### config.mk
export PLATFORM = sky130hd
export DESIGN_NAME = div_16bit_seq
export DESIGN_NICKNAME = d
export VERILOG_FILES = /design/src/rtl/div_16bit_seq.sv
export SDC_FILE = /design/constraint.sdc
export NUM_CORES = 1
export LEC_CHECK = 0
export ABC_AREA = 1
export CORE_ASPECT_RATIO = 2
export CORE_MARGIN = 2
export CORE_UTILIZATION = 40
export CTS_BUF_LIST = sky130_fd_sc_hd__clkbuf_8
export CTS_CLUSTER_SIZE = 16
export DETAILED_ROUTE_END_ITERATION = 10
export PLACE_DENSITY_LB_ADDON = 0.25
export SYNTH_ARGS = -nofsm -noshare
export SYNTH_HDL_FRONTEND = slang
export SYNTH_SLANG_ARGS = --single-unit
### constraint.sdc
create_clock -name clk -period 3.2 [get_ports clk]
set_input_delay 0.32 -clock clk [delete_from_list [all_inputs] [get_ports clk]]
set_output_delay 0.32 -clock clk [all_outputs]
set_load 0.005 [all_outputs]
### src/rtl/div_16bit_seq.sv
// ============================================================================
// Module   : div_16bit_seq
// Brief    : Sequential restoring shift-subtract divider, one quotient bit per
//            clock, start/busy/done handshake. Define SIGNED_DIV_EN for
//            two's-complement operands with sign fix-up and overflow flag.
// Revision : 1.0 - initial release
// ============================================================================
`default_nettype none

module div_16bit_seq #(
  parameter int WIDTH = 16
) (
  input  logic             clk,
  input  logic             rst,
  input  logic             start,
  input  logic [WIDTH-1:0] dividend,
  input  logic [WIDTH-1:0] divisor,
  output logic [WIDTH-1:0] quotient,
  output logic [WIDTH-1:0] remainder,
  output logic             busy,
  output logic             done,
  output logic             div_zero,
  output logic             ovfl
);

  localparam int CW = $clog2(WIDTH);

  localparam logic [1:0] S_IDLE = 2'd0;
  localparam logic [1:0] S_CALC = 2'd1;
  localparam logic [1:0] S_DONE = 2'd2;

  logic [1:0]       state_q, state_d;
  logic [CW-1:0]    cnt_q, cnt_d;
  logic [WIDTH-1:0] dvd_q, dvd_d;
  logic [WIDTH-1:0] dvs_q, dvs_d;
  logic [WIDTH-1:0] rem_q, rem_d;
  logic             zero_q, zero_d;
  logic [WIDTH-1:0] quotient_q, quotient_d;
  logic [WIDTH-1:0] remainder_q, remainder_d;
  logic             div_zero_q, div_zero_d;

  logic [WIDTH-1:0] dvd_mag, dvs_mag;
  logic [WIDTH:0]   shifted, trial;
  logic             q_bit;
  logic [WIDTH-1:0] step_rem, step_quo;
  logic [WIDTH-1:0] quo_fin, rem_fin;

`ifdef SIGNED_DIV_EN
  logic q_neg_q, q_neg_d;
  logic r_neg_q, r_neg_d;
  logic ovf_pend_q, ovf_pend_d;
  logic ovfl_q, ovfl_d;

  always_comb begin
    dvd_mag = dividend[WIDTH-1] ? (~dividend + 1'b1) : dividend;
    dvs_mag = divisor[WIDTH-1]  ? (~divisor + 1'b1)  : divisor;
    quo_fin = q_neg_q ? (~step_quo + 1'b1) : step_quo;
    rem_fin = r_neg_q ? (~step_rem + 1'b1) : step_rem;
  end
`else
  always_comb begin
    dvd_mag = dividend;
    dvs_mag = divisor;
    quo_fin = step_quo;
    rem_fin = step_rem;
  end
`endif

  // The shifted value is the 17-bit partial remainder; its bit 16 feeds the
  // subtract so the borrow in trial[WIDTH] is exact.
  always_comb begin
    shifted  = {rem_q, dvd_q[WIDTH-1]};
    trial    = shifted - {1'b0, dvs_q};
    q_bit    = ~trial[WIDTH];
    step_rem = q_bit ? trial[WIDTH-1:0] : shifted[WIDTH-1:0];
    step_quo = {dvd_q[WIDTH-2:0], q_bit};
  end

  always_comb begin
    state_d     = state_q;
    cnt_d       = cnt_q;
    dvd_d       = dvd_q;
    dvs_d       = dvs_q;
    rem_d       = rem_q;
    zero_d      = zero_q;
    quotient_d  = quotient_q;
    remainder_d = remainder_q;
    div_zero_d  = div_zero_q;
`ifdef SIGNED_DIV_EN
    q_neg_d     = q_neg_q;
    r_neg_d     = r_neg_q;
    ovf_pend_d  = ovf_pend_q;
    ovfl_d      = ovfl_q;
`endif

    case (state_q)
      S_IDLE: begin
        if (start) begin
          state_d = S_CALC;
          rem_d   = '0;
          if (divisor == '0) begin
            // Single pass-through cycle gives the two-cycle divide-by-zero latency.
            zero_d = 1'b1;
            dvd_d  = dividend;
            cnt_d  = '0;
`ifdef SIGNED_DIV_EN
            ovf_pend_d = 1'b0;
`endif
          end else begin
            zero_d = 1'b0;
            dvd_d  = dvd_mag;
            dvs_d  = dvs_mag;
            cnt_d  = CW'(WIDTH - 1);
`ifdef SIGNED_DIV_EN
            q_neg_d    = dividend[WIDTH-1] ^ divisor[WIDTH-1];
            r_neg_d    = dividend[WIDTH-1];
            ovf_pend_d = (dividend == {1'b1, {(WIDTH-1){1'b0}}}) && (divisor == '1);
`endif
          end
        end
      end

      S_CALC: begin
        if (zero_q) begin
          state_d     = S_DONE;
          quotient_d  = '1;
          remainder_d = dvd_q;
          div_zero_d  = 1'b1;
`ifdef SIGNED_DIV_EN
          ovfl_d      = 1'b0;
`endif
        end else begin
          rem_d = step_rem;
          dvd_d = step_quo;
          cnt_d = cnt_q - 1'b1;
          if (cnt_q == '0) begin
            state_d     = S_DONE;
            quotient_d  = quo_fin;
            remainder_d = rem_fin;
            div_zero_d  = 1'b0;
`ifdef SIGNED_DIV_EN
            ovfl_d      = ovf_pend_q;
`endif
          end
        end
      end

      S_DONE: state_d = S_IDLE;

      default: state_d = S_IDLE;
    endcase
  end

  always_ff @(posedge clk or posedge rst) begin
    if (rst) begin
      state_q     <= S_IDLE;
      cnt_q       <= '0;
      dvd_q       <= '0;
      dvs_q       <= '0;
      rem_q       <= '0;
      zero_q      <= 1'b0;
      quotient_q  <= '0;
      remainder_q <= '0;
      div_zero_q  <= 1'b0;
`ifdef SIGNED_DIV_EN
      q_neg_q     <= 1'b0;
      r_neg_q     <= 1'b0;
      ovf_pend_q  <= 1'b0;
      ovfl_q      <= 1'b0;
`endif
    end else begin
      state_q     <= state_d;
      cnt_q       <= cnt_d;
      dvd_q       <= dvd_d;
      dvs_q       <= dvs_d;
      rem_q       <= rem_d;
      zero_q      <= zero_d;
      quotient_q  <= quotient_d;
      remainder_q <= remainder_d;
      div_zero_q  <= div_zero_d;
`ifdef SIGNED_DIV_EN
      q_neg_q     <= q_neg_d;
      r_neg_q     <= r_neg_d;
      ovf_pend_q  <= ovf_pend_d;
      ovfl_q      <= ovfl_d;
`endif
    end
  end

  assign quotient  = quotient_q;
  assign remainder = remainder_q;
  assign busy      = (state_q == S_CALC);
  assign done      = (state_q == S_DONE);
  assign div_zero  = div_zero_q;
`ifdef SIGNED_DIV_EN
  assign ovfl      = ovfl_q;
`else
  assign ovfl      = 1'b0;
`endif

endmodule

`default_nettype wire
==> results.txt, run 1 <==
Status -> finished, final reports clean
Detailed-route wire length -> 14.4 mm
Total CTS buffers -> 9
Placed cell area -> 5980 um2
Worst slew margin relative to its limit -> 46.7%
Wire per inst -> 15.3 um
Max Cap Violations -> 0
Antenna-violating nets left -> 0
Core box area -> 12600 um2
Final period utilization -> 82.8%
HPWL after detailed placement -> 11.3 mm
Root Driver -> clkbuf_8
Cell taking the most area after synthesis -> dfrtp_1
R2R depth -> 9
Yosys Warn Count -> 0
Cell breakdown of the critical path -> nor2_4, inv_2, nor2_8, nand2_1, nand2_2, buf_12, a21oi_1, nand2_1, nand2_1
Worst path arrival time -> 2910 ps
Share of the synthesized area in the top cell type -> 42.5%
H-tree Lvls -> 3
Post-cts gate resize count -> 0
Die Wd -> 84.5 um
Number of global-route vias before repair -> 4761
Port buffer count -> 69
Clock Skew -> 12.5 ps
Setup bufs post-CTS -> 0
Mux share of post-synthesis cell area -> 0%
Initial Utilization -> 41.0%
Critical Path RT -> 3470 ps
Fillcell total -> 1321
Clk_lat worst skew -> 380 ps
Total Power -> 6.67 mW
# setup viols final -> 0
Xor/xnor share of the synthesized area -> 1.35%
Crit path top cell by count -> nand2_1
Iter 0 DRT Violations -> 183
Worst Tran Pin Value -> 799 ps
WP depth -> 9
Maximum VDD drop -> 0.507 mV
Sequential Area -> 2200 um2
Count of different cell masters after synthesis -> 37
CTS max path bufs -> 2
Cell Rows -> 58
Critical Path Start Type -> flip-flop
Sequential area share after synthesis -> 42.5%
Drt drc -> 0
Ratio of cells with drive above 1 in the final layout -> 6.94%
Die height -> 165 um
Post-cts hold buffer count -> 0
Aggregate global-route resource usage -> 21.8%
Class of the worst hold path -> primary input to asynchronous set/reset pin
Kind of cell adding the most delay to the critical path -> simple AND/OR/NAND/NOR gates
Pwr dens -> 1080 nW/um2
NumNets Final -> 841
Initial antenna violation count -> 0
I/O pin count -> 71
Adder-cell share of the synthesized area -> 4.49%
Via density -> 5.00
WP buf/inv -> 2
N_diodes -> 0
Area Overhead vs Synth -> 19.0%
Synthesized Nets -> 779
TritonCTS clock tree -> done
Die area -> 13900 um2
Crit-path slowest cell -> nand2_2
Finished Cell Area -> 6160 um2
Slew Limit Fails -> 0
Multi-input gate area -> 2460 um2
Fin. Hold Viols -> 0
Critical-path maximum fanout -> 38
Setup CP Type -> flip-flop to flip-flop
Syn avg cell area -> 7.13 um2
CP Capture Type -> flip-flop
1st-pass router iterations -> 4
First-pass GRT wire length -> 23.5 mm
Fin Setup TNS -> 0 ps
Clock sinks -> 88
Synthesized area -> 5180 um2
Tmin final -> 2650 ps
Critical Path Max Stage Delay -> 570 ps
Yosys reg bits -> 88
Total congestion overflow -> 0
Synth Instances -> 726
Unrepaired setup endpoints after global routing -> false
Lkg Pwr -> 3.29 nW
Main combinational cell family by area after synthesis -> simple AND/OR/NAND/NOR gates
Fmax -> 0.377 GHz
Post-Synth Simple-Gate Area -> 31.8%
Reg clk slew, reported paths -> 100 ps
Final non-filler cell total -> 943
Post-placement cell count -> 927
Top post-synthesis cells by area -> dfrtp_1 (43%), nand2_1 (20%), inv_1 (6.6%)
DR vias -> 4712
Compound-Gate Fraction of Synth Area -> 9.78%
Routability Congestion -> 0.950
Pin count of the biggest net entering global routing -> 42
-- power by group --
group | total [mW] | internal, mW | switching [mW]
logic | 4.00 | 1.48 | 2.52
registers | 1.93 | 1.62 | 0.315
clock network | 0.734 | 0.305 | 0.429
-- synthesized netlist by cell type, drive strengths merged --
library cell  number
a22oi              4
clkbuf             9
ha                17
xor2               6
clkinv             1
nor3               4
nand4              1
a31oi              3
nor4               1
o21ai             58
dfrtp             88
and2               3
nor2              39
nand3             46
o211ai             2
buf               17
inv               97
a21oi             27
o221ai             1
xnor2              2
conb               1
fa                 1
nand2            298
-- cells in the final DEF (no fill, tap or decap), types with 2 or more instances in the layout --
cell type	n
nand2_1	281
inv_1	91
dfrtp_1	88
clkdlybuf4s50_1	69
o21ai_0	55
nand3_1	44
nor2_1	36
a21oi_1	26
ha_1	17
nand2_2	14
clkbuf_8	10
buf_4	7
inv_2	6
xor2_1	6
nand2_4	3
and2_1	3
nor3_1	3
a31oi_1	3
a22oi_1	3
o21ai_1	3
clkinvlp_4	3
xnor2_1	2
nand3_2	2
o211ai_1	2
-- sequential cells by signal, indices dropped and copies added (netlist names) --
signal / flops
dvd_q: 16
dvs_q: 16
quotient: 16
rem_q: 16
remainder: 16
cnt_q: 4
state_q: 2
div_zero: 1
zero_q: 1
-- layout make-up --
cell class	count	area share, %
tap	150	3.05
timing repair buffer	77	12.4
multi-input combinational	514	39.9
inverter	98	5.99
clock buffer	10	2.23
clock inverter	6	0.711
sequential	88	35.7
-- layer usage --
layer	vias up	routed length, um	GRT usage (%)
li1	2384	-	-
met1	2194	5290	22.7
met2	98	7900	41.1
met3	36	381	2.80
met4	0	860	13.2
met5	-	0	0
-- through the flow --
step           hold slack [ps]  util [%]  worst slack [ps]
2_1_floorplan              430         -               601
5_1_grt                    416      48.8               332
6_report                   353      48.8               550
4_1_cts                    380      48.8               545
3_5_place_dp               462      47.4               585
3_3_place_gp               460      47.4               553
-- worst paths after layout --
check	start	slack, ps	endpoint
max in group asynchronous	rst	2120	rem_q[10]
min	rst	350	quotient[7]
max	state_q[1]	550	remainder[8]
min reg2reg	remainder[4]	480	remainder[4]
min in group clk	remainder[4]	480	remainder[4]
max reg2reg	state_q[1]	550	remainder[8]
-- worst register-to-register path, cell delays in order, from the launching register on --
cell	delay, ps
dfrtp_1	420
nor2_4	300
inv_2	310
nor2_8	340
nand2_1	130
nand2_2	570
buf_12	250
a21oi_1	70
nand2_1	100
nand2_1	50
-- cells by family after synthesis --
logic type	after synthesis
AOI/OAI and AO/OA	95
xor gates and xnor gates	8
adders and majority gates	18
buffers and inverters	124
DFF	88
other	1
and+or+nand+nor	392
Note: power is estimated with default switching activity, not from simulation.
==> run 2, diff against run 1 <==
==> constraint.sdc (replaced) <==
create_clock -name clk -period 2.6 [get_ports clk]
set_input_delay 0.26 -clock clk [delete_from_list [all_inputs] [get_ports clk]]
set_output_delay 0.26 -clock clk [all_outputs]
set_load 0.005 [all_outputs]
==> results.txt, run 2 (same netlist as run 1, synthesis figures left out) <==
Worst slew margin relative to its limit -> 47.9% (+1.2 points)
Reg2reg start -> dvd_q[15]
NumNets Final -> 841 (unchanged)
Psw -> 4.01 mW (+23%)
Leading cell type in the layout, fill and taps excluded -> nand2_1
Fmax -> 0.420 GHz (+11%)
Class of the worst hold path -> primary input to asynchronous set/reset pin
Clk_lat worst skew -> 370 ps (about the same)
Initial Utilization -> 41.0% (unchanged)
Reg2Reg Capture Point -> remainder[10]
# setup viols final -> 0 (unchanged)
Root Driver -> clkbuf_8
Total CTS buffers -> 9 (unchanged)
R2R depth -> 16 (+7)
Wire per inst -> 15.3 um (about the same)
1st-pass router iterations -> 5 (+1)
Multi-input gate area -> 2470 um2 (+0.66%)
CP Capture Type -> flip-flop
Drt drc -> 0 (unchanged)
Total congestion overflow -> 0 (unchanged)
Critical Path RT -> 2900 ps (-570 ps)
Via density -> 5.05 (+1.0%)
Routability Congestion -> 0.924 (-2.8%)
Die height -> 165 um (unchanged)
Most frequent cells in the layout -> nand2_1 (281), inv_1 (91), dfrtp_1 (88)
Slew Limit Fails -> 0 (unchanged)
Number of global-route vias before repair -> 4818 (+1.2%)
Clock sinks -> 88 (unchanged)
Ratio of cells with drive above 1 in the final layout -> 6.82% (-0.12 points)
First-pass GRT wire length -> 23.4 mm (-0.82%)
Antenna-violating nets left -> 0 (unchanged)
Max Cap Violations -> 0 (unchanged)
DR vias -> 4755 (+0.91%)
Status -> finished, final reports clean
H-tree Lvls -> 3 (unchanged)
Fin Setup TNS -> 0 ps (unchanged)
Detailed-route wire length -> 14.4 mm (about the same)
Aggregate global-route resource usage -> 21.5% (-0.31 points)
Combinational share of power -> 59.7% (-0.3 points)
CTS max path bufs -> 2 (unchanged)
Worst R2R Setup Slack -> 220 ps (-330 ps)
Critical-path maximum fanout -> 14 (-63%)
Fin. Hold Viols -> 0 (unchanged)
Reg clk slew, reported paths -> 90 ps (about the same)
Area Overhead vs Synth -> 19.8%
Port buffer count -> 69 (unchanged)
Clock share of power -> 11.5% (+0.5 points)
Die Wd -> 84.5 um (unchanged)
Critical Path Start Type -> flip-flop
Final period utilization -> 91.7% (+8.9 points)
P_int -> 4.31 mW (+27%)
I/O pin count -> 71 (unchanged)
Clock Skew -> 14.3 ps (+1.77 ps)
Maximum VDD drop -> 0.632 mV (+25%)
N_diodes -> 0 (unchanged)
Lkg Pwr -> 3.30 nW (+0.52%)
Core Util, Final -> 49.1% (+0.34 points)
Worst path arrival time -> 2690 ps (-220 ps)
Cell Rows -> 58 (unchanged)
Part of the power in registers -> 28.8% (-0.2 points)
TritonCTS clock tree -> done
Worst Tran Pin Value -> 781 ps (-18.0 ps)
HPWL after detailed placement -> 11.3 mm (about the same)
Sequential Area -> 2200 um2 (unchanged)
Iter 0 DRT Violations -> 174 (-4.9%)
Sw Ratio -> 48.2% (-0.72 points)
Tmin final -> 2380 ps (-267 ps)
Total Power -> 8.32 mW (+25%)
Setup CP Type -> flip-flop to flip-flop
Fillcell total -> 1267 (-4.1%)
Worst setup path start -> dvd_q[15]
Initial antenna violation count -> 0 (unchanged)
CP endpoint -> remainder[10]
Pin count of the biggest net entering global routing -> 57 (+36%)
Pwr dens -> 1340 nW/um2 (+24%)
Die area -> 13900 um2 (unchanged)
Core box area -> 12600 um2 (unchanged)
==> run 2: worst min-delay path by stage <==
stage | from | end | slack, ps | depth (start not counted)
floorplan | divisor[0] | dvs_q[0] | 370 | 2
global placement | remainder[8] | remainder[8] | 470 | 2
detailed placement | remainder[4] | remainder[4] | 470 | 2
CTS | rst | dvs_q[2] | 280 | 2
global route | rst | cnt_q[0] | 350 | 2
finish | rst | cnt_q[3] | 280 | 2
==> run 2: power groups by stage <==
stage	Sequential, mW	Clock, mW	Combinational [mW]
global route	2.46	1.03	5.65
CTS	2.40	0.970	4.99
detailed placement	2.42	0	4.97
global placement	2.41	0	4.89
finish	2.40	0.957	4.97
floorplan	2.31	0	3.44
==> run 2: metrics by stage <==
stage	instance area (um2)	worst slack, ps	hold slack (ps)	instances
finish	6200	217	276	942
floorplan	5180	61.4	370	726
detailed placement	5990	212	465	927
global placement	5990	328	466	927
CTS	6190	186	276	942
global route	6200	-4.02	348	942
==> run 2: metal layers <==
metal  track usage [%]  vias up  wire (um)
li1                  -     2379          -
met1              21.4     2199       5100
met2              41.2      133       7920
met3              2.40       44        455
met4              14.4        0        948
met5                 0        -          0
==> run 2: what timing repair did <==
item / in CTS / in global routing
hold buffers: 0 / 0
resized for setup: 0 / 2
setup endpoints to repair: 0 / 16
setup buffers: 0 / 0
==> run 2: cell type report <==
class / count / area share, %
Inverter: 98 / 5.95
Clock inverter: 5 / 0.928
Sequential cell: 88 / 35.5
Timing Repair Buffer: 77 / 12.5
Clock buffer: 10 / 2.22
Multi-Input combinational cell: 514 / 39.9
Tap cell: 150 / 3.02
==> run 2: critical path, stage by stage, from the launching register on <==
cell and delay [ps]:
dfrtp_1 370, inv_1 80, ha_1 230, fa_1 410, inv_1 70, nand2_1 40, nand2_1 90, nand3_1 90
nand2_2 110, nand2_2 90, nand2_2 100, nand2_4 140, nand2_8 170, nand2_2 70, nand3_1 100, nand2_1 90
nand2_1 60
